### config.mk
export PLATFORM = sky130hd
export DESIGN_NAME = march_patgen
export DESIGN_NICKNAME = d
export VERILOG_FILES = /design/src/rtl/march_patgen.sv
export SDC_FILE = /design/constraint.sdc
export NUM_CORES = 1
export LEC_CHECK = 0
export ABC_AREA = 1
export CAP_MARGIN = 20
export CORE_MARGIN = 4
export CORE_UTILIZATION = 39
export CTS_BUF_LIST = sky130_fd_sc_hd__clkbuf_4
export DETAILED_ROUTE_END_ITERATION = 10
export PLACE_DENSITY_LB_ADDON = 0.2
export SYNTH_ARGS = -nofsm -noshare
export SYNTH_HDL_FRONTEND = slang
export SYNTH_SLANG_ARGS = --single-unit
### constraint.sdc
create_clock -name clk -period 7.85 [get_ports clk]
set_input_delay 0.785 -clock clk [delete_from_list [all_inputs] [get_ports clk]]
set_output_delay 0.785 -clock clk [all_outputs]
set_load 0.01 [all_outputs]
### src/rtl/march_patgen.sv
// March C- pattern generator for the SRAM BIST patgen port.
// Optional checkerboard second pass: define MARCH_PATGEN_CHECKERBOARD_EN.
//
// Ports:
//   clk, rst_n : clock, asynchronous active-low reset
//   en         : advance one operation per cycle while high
//   addr       : current address
//   data       : write data
//   check      : expected read data
//   wmask      : write mask, always all ones
//   we, re     : write / read strobes
//   done       : sequence complete
//   elem       : current March element 0..5
//   bg         : data background (0 solid, 1 checkerboard)
module march_patgen #(
    parameter int ADDR_WIDTH = 5,
    parameter int DATA_WIDTH = 32,
    parameter int MASK_WIDTH = 4,
    parameter int MAX_ADDR   = 2**ADDR_WIDTH-1
) (
    input  logic                  clk,
    input  logic                  rst_n,
    input  logic                  en,
    output logic [ADDR_WIDTH-1:0] addr,
    output logic [DATA_WIDTH-1:0] data,
    output logic [DATA_WIDTH-1:0] check,
    output logic [MASK_WIDTH-1:0] wmask,
    output logic                  we,
    output logic                  re,
    output logic                  done,
    output logic [2:0]            elem,
    output logic                  bg
);

    localparam logic [ADDR_WIDTH-1:0] LAST = ADDR_WIDTH'(MAX_ADDR);

    typedef enum logic {
        S_RUN,
        S_DONE
    } state_t;

    state_t                state_q, state_n;
    logic [2:0]            elem_q, elem_n;
    logic [ADDR_WIDTH-1:0] addr_q, addr_n;
    logic                  op_q, op_n;
    logic                  bg_q;

`ifdef MARCH_PATGEN_CHECKERBOARD_EN
    logic bg_n;

    always_ff @(posedge clk or negedge rst_n) begin
        if (!rst_n) begin
            bg_q <= 1'b0;
        end else begin
            bg_q <= bg_n;
        end
    end
`else
    assign bg_q = 1'b0;
`endif

    always_ff @(posedge clk or negedge rst_n) begin
        if (!rst_n) begin
            state_q <= S_RUN;
            elem_q  <= 3'd0;
            addr_q  <= '0;
            op_q    <= 1'b0;
        end else begin
            state_q <= state_n;
            elem_q  <= elem_n;
            addr_q  <= addr_n;
            op_q    <= op_n;
        end
    end

    logic                  single;
    logic                  down;
    logic                  last_op;
    logic [ADDR_WIDTH-1:0] end_addr;

    // M0 and M5 have one operation per address, M3/M4 walk downwards.
    always_comb begin
        single   = (elem_q == 3'd0) || (elem_q == 3'd5);
        down     = (elem_q == 3'd3) || (elem_q == 3'd4);
        last_op  = single || op_q;
        end_addr = down ? '0 : LAST;
    end

    always_comb begin
        state_n = state_q;
        elem_n  = elem_q;
        addr_n  = addr_q;
        op_n    = op_q;
`ifdef MARCH_PATGEN_CHECKERBOARD_EN
        bg_n    = bg_q;
`endif
        if (state_q == S_RUN && en) begin
            if (!last_op) begin
                op_n = 1'b1;
            end else if (addr_q != end_addr) begin
                op_n   = 1'b0;
                addr_n = down ? addr_q - 1'b1 : addr_q + 1'b1;
            end else if (elem_q != 3'd5) begin
                op_n   = 1'b0;
                elem_n = elem_q + 3'd1;
                // Next element is M3 or M4: start at the top.
                addr_n = (elem_q == 3'd2 || elem_q == 3'd3) ? LAST : '0;
            end else begin
`ifdef MARCH_PATGEN_CHECKERBOARD_EN
                if (!bg_q) begin
                    bg_n   = 1'b1;
                    elem_n = 3'd0;
                    addr_n = '0;
                    op_n   = 1'b0;
                end else begin
                    state_n = S_DONE;
                end
`else
                state_n = S_DONE;
`endif
            end
        end
    end

    logic                  wr;
    logic                  val;
    logic [DATA_WIDTH-1:0] bpat;
    logic                  run;

    always_comb begin
        run = (state_q == S_RUN);
        wr  = (elem_q == 3'd0) || op_q;
        val = 1'b0;
        unique case (1'b1)
            (elem_q == 3'd1) || (elem_q == 3'd3): val = op_q;
            (elem_q == 3'd2) || (elem_q == 3'd4): val = ~op_q;
            default:                              val = 1'b0;
        endcase
        // Checkerboard: bit parity XOR address parity.
        for (int i = 0; i < DATA_WIDTH; i++) begin
            bpat[i] = bg_q & (addr_q[0] ^ i[0]);
        end
    end

    always_comb begin
        wmask = '1;
        done  = ~run;
        we    = run & wr;
        re    = run & ~wr;
        addr  = run ? addr_q : '0;
        data  = '0;
        if (run) begin
            data = val ? ~bpat : bpat;
        end
        check = data;
        elem  = elem_q;
        bg    = bg_q;
    end

endmodule

== Word-level counts from Yosys, hierarchy flattened ==
Cells that the tools add are included.

* Bits in registers: 10
* Word-level logic and storage cells: 48

* Add/subtract/negate cells: 3
* Equality and inequality tests: 8
* Mux-type cells: 12
* Bitwise operators: 7
* Reductions and logical operators: 14

{| class="wikitable"
|+ Operator list
! kind !! count
|-
| $mux W32 || 2
|-
| $mux W5 || 6
|-
| $reduce_and A4 Y1 || 2
|-
| $logic_or A1 B1 Y1 || 7
|-
| $eq A3 B2 Y1 const B || 2
|-
| $eq A3 B3 Y1 const B || 2
|-
| $add A5 B1 Y5 const B || 1
|-
| $ne A5 B5 Y1 || 1
|-
| $not A1 Y1 || 5
|-
| $sub A5 B1 Y5 const B || 1
|-
| $add A3 B1 Y3 const B || 1
|-
| $eq A3 B1 Y1 const B || 1
|-
| $logic_not A3 Y1 || 1
|-
| $mux W1 || 3
|-
| $ne A3 B1 Y1 const B || 1
|-
| $ne A3 B3 Y1 const B || 1
|-
| $reduce_and A3 Y1 || 1
|-
| $and A1 B1 Y1 || 2
|-
| $pmux W1 S2 || 1
|-
| $reduce_and A2 Y1 || 1
|-
| $reduce_bool A2 Y1 || 1
|-
| $logic_and A1 B1 Y1 || 1
|}

== Depth between registers and ports, before layout ==
* Word-level depth: 6
* Gate-level depth with buffers: 15
* Mapped depth without buffers: 15

== Least setup slack after synthesis ==
Ideal clock, no wire load.

* Path kind: register to output
* Start point: register elem_q[0], in the netlist elem[0]
* End point: output check[10]
* Arrival time: 5.430 ns
* Required time: 7.065 ns
* Setup slack: 1.635 ns
* Stages on the path, launching flop included: 6
* Buffers on the path: 1
* Cell sequence: dfrtp_1 -> inv_1 -> ha_1 -> nand2_2 -> a311oi_1 -> buf_4

* Word-level cells in the longest chain between the ends: 5

{| class="wikitable"
|+ RTL lines
! item !! RTL line !! text
|-
| start, declared || 43 || <nowiki>logic [2:0] elem_q, elem_n;</nowiki>
|-
| start signal, assigned || 70 || <nowiki>elem_q <= elem_n;</nowiki>
|-
| $eq A3 B2 Y1 (tied with other cells) || 136 || <nowiki>(elem_q == 3'd2) || (elem_q == 3'd4): val = ~op_q;</nowiki>
|-
| $logic_or A1 B1 Y1 (on tied branches) || 136, 135 ||
|-
| $pmux W1 S2 (*) || 134 || <nowiki>unique case (1'b1)</nowiki>
|-
| $mux W32 (*) || 153 || <nowiki>data = val ? ~bpat : bpat;</nowiki>
|-
| $mux W32 (*) || 152 || <nowiki>if (run) begin</nowiki>
|-
| end, declared || 26 || <nowiki>output logic [DATA_WIDTH-1:0] check,</nowiki>
|}

Every way passes the cells marked *; elsewhere a longest branch is shown, timed or not.

== Worst setup path in the final report ==
* Start point: register elem_q[1], in the netlist elem[1]
* End point: output data[20]

* Word-level cells in the longest chain between the ends: 5

{| class="wikitable"
|+ RTL lines
! item !! RTL line !! text
|-
| $eq A3 B2 Y1 (tied with other cells) || 136 ||
|-
| $logic_or A1 B1 Y1 (on tied branches) || 136, 135 ||
|-
| $pmux W1 S2 (*) || 134 ||
|-
| $mux W32 (*) || 153 ||
|-
| $mux W32 (*) || 152 ||
|-
| end, declared || 25 || <nowiki>output logic [DATA_WIDTH-1:0] data,</nowiki>
|}

Marked as above.

==> impl_metrics.toml <==
[run_status]
status = "finished clean"

[power]
power_density_mw_per_mm2 = 145
p_clk_frac = 0.130
vdd_drop_max_mv = 0.123
p_sw_frac = 0.394
p_seq_frac = 0.289
pwr-share-comb = 0.581
p_int_uw = 154
leakagePower_nw = 0.830
finalPower_uw = 254
switchingPower_uw = 99.8

[yosys]
syn_inst = 196
yosysTopAreaCell = "buf_4"
netlist.area_leader.share = 0.370
synthDistinctLibCells = 24
yosysSeqAreaShare = 0.181
ys_ff_latch = 10
ys_top_cells_by_area = "buf_4 (37%), dfrtp_1 (18%), nand2_1 (13%)"
syn_area_per_cell_um2 = 7.05
mappedNetlistArea_mm2 = 0.00138
yosysWarningCount = 0

[critical_path]
cp_common_cell = "ha_1"
crit_required_ps = 7070
crit_fanout = 64
slowest_delay_ps = 640
worstSetupEndpointType = "output pin"
cpMaxStageDelayCell = "clkdlybuf4s50_1"
crit_chain = "ha_1 > ha_1 > a211oi_1 > a311oi_4 > buf_4 > clkdlybuf4s50_1"
startpoint_type = "register"
arrival_ps = 2500
ff2ff_path_depth = 12
crit_type = "register to output pin"

[placed_design]
dp_cells = 254
post_dp_cell_area_mm2 = 0.00173
gp_congestion = 0.854
portBuffers = 77
hpwl_um = 2280

[clock_tree]
postCtsSetupBuffers = 0
clkTransAtPathRegs_ps = 60
cts.path.max_buffers = 2
htree_levels = 1
cts_resized = 0
cts.sinks = 10
cts_tree = "done"
cts_buffers = 3
postCtsHoldBufs = 0
cts_root_buf = "clkbuf_4"
clk_latency_ps = 250

[routing]
antenna_left = 0
first_pass_iters = 4
post-route-drc-count = 0
wl_um = 2750
vias_per_cell = 4.23
drtIter0Drc = 14
num_vias = 1088
wl_per_cell_um = 10.7

[timing]
fin_crit_sh = 0.419
final.min_clock_period_ps = 3290
skew_ps = 1.37
fmax_ghz = 0.304
finalSetupViolations = 0
hold_viol_final = 0
rsz0062_at_grt = "no"
tns_ps = 0
drv_slew = 0

[global_route]
grt_max_degree = 65
first_global_vias = 922
grt_pass1_wl_um = 3880
grt-ovfl-total = 0
antenna_found_initial = 0
track_usage = 0.108

[layout]
nFillCells = 311
diodes = 0
instances_no_fill = 257
utilization = 0.517
nNetsFinal = 225
fin_area_mm2 = 0.00175
syn2layout_area_growth_pct = 26.9
drive_gt1_frac = 0.0853

[worst_hold_path]
hold_depth = 2
hold_path_class = "register to register"

[die]
start_util = 0.408
die_x_um = 67.5
die_y_um = 67.5
rows = 21
die_area_mm2 = 0.00456
pin_count = 83
core_region_area_mm2 = 0.00339

[run]
maxCapViolations = 0
-- layout make-up --
cell class | count | area (um2) | share of cell area
Timing Repair Buffer | 78 | 778 | 0.444
Inverter | 22 | 85.1 | 0.0485
Tap cell | 46 | 57.6 | 0.0328
Clock buffer | 3 | 22.5 | 0.0128
Multi-Input combinational cell | 98 | 559 | 0.319
Sequential cell | 10 | 250 | 0.143
-- flip-flops by register name, summed over array words and instances (netlist names) --
signal  flops
elem        3
op_q        1
addr_q      5
done        1
-- path summary, 6_finish.rpt --
check | end | start | slack (ps)
worst min register to register | addr_q[2]$_DFFE_PN0P_ | addr_q[2]$_DFFE_PN0P_ | 530
min in group asynchronous | addr_q[4]$_DFFE_PN0P_ | rst_n | 850
worst max register to register | addr_q[3]$_DFFE_PN0P_ | elem[0]$_DFFE_PN0P_ | 5740
worst max-delay path | data[20] | elem[1]$_DFFE_PN0P_ | 4560
worst min-delay path | addr_q[2]$_DFFE_PN0P_ | addr_q[2]$_DFFE_PN0P_ | 530
max in group asynchronous | done$_DFFE_PN0P_ | rst_n | 6690
-- critical path: cells and delay by family, from the launching register on --
family                     cells  cell delay [ps]
AOI/OAI and AO/OA              2              290
adders and majority gates      2              420
buffers and inverters          2             1100
DFF                            1              410
-- power groups by stage --
| stage | combinational, mW | sequential, mW | clock [mW] |
|---|---|---|---|
| floorplan | 0.120 | 0.0694 | 0 |
| global placement | 0.146 | 0.0736 | 0 |
| detailed placement | 0.148 | 0.0741 | 0 |
| CTS | 0.149 | 0.0732 | 0.0351 |
| global route | 0.165 | 0.0748 | 0.0370 |
| finish | 0.147 | 0.0734 | 0.0329 |
-- layout by cell type, fill, tap and decap left out --
cell / count
a211oi_1: 1
a21oi_1: 2
a21oi_2: 1
a311oi_4: 1
buf_4: 1
clkbuf_4: 3
clkdlybuf4s50_1: 77
conb_1: 5
dfrtp_1: 10
fa_1: 1
ha_1: 8
inv_1: 19
inv_2: 2
inv_4: 1
nand2_1: 48
nand2_2: 4
nand2_4: 3
nand3_1: 8
nand3_2: 2
nand3b_1: 1
nand4_1: 1
nor2_1: 9
o21ai_1: 1
o21bai_1: 1
xnor2_1: 1
-- through the flow --
| step | setup WS, ps | hold WS (ps) |
|---|---|---|
| after floorplan | 1630 | 477 |
| after global placement | 4910 | 516 |
| after detailed placement | 4790 | 530 |
| after CTS | 4500 | 544 |
| after global routing | 4370 | 585 |
| final | 4560 | 532 |
-- cells by family (layout without fill, tap and decap cells) --
group,Yosys count,count (layout),share of synthesized area
buf+inv,91,103,0.435
compound gates,7,7,0.0344
xor+xnor,1,1,0.00634
fa+ha+maj,9,9,0.0870
other cells,2,5,0.00544
flops,10,10,0.181
simple gates,76,76,0.251
-- Yosys cell counts, drive strengths merged --
cell type  count
xnor2          1
fa             1
o21bai         1
buf           69
a211oi         1
a21oi          3
nand3         10
o21ai          1
inv           22
nand2         55
dfrtp         10
nand4          1
nor2           9
a311oi         1
nand3b         1
ha             8
conb           2
-- routing by layer --
| metal | vias up | track usage | share of wire |
|---|---|---|---|
| met3 | 7 | 0.00499 | 0.12 |
| li1 | 554 | - | - |
| met2 | 62 | 0.199 | 0.47 |
| met1 | 465 | 0.124 | 0.39 |
| met5 | - | 0 | 0 |
| met4 | 0 | 0.0582 | 0.018 |
Power figures use the tool's default switching activity.
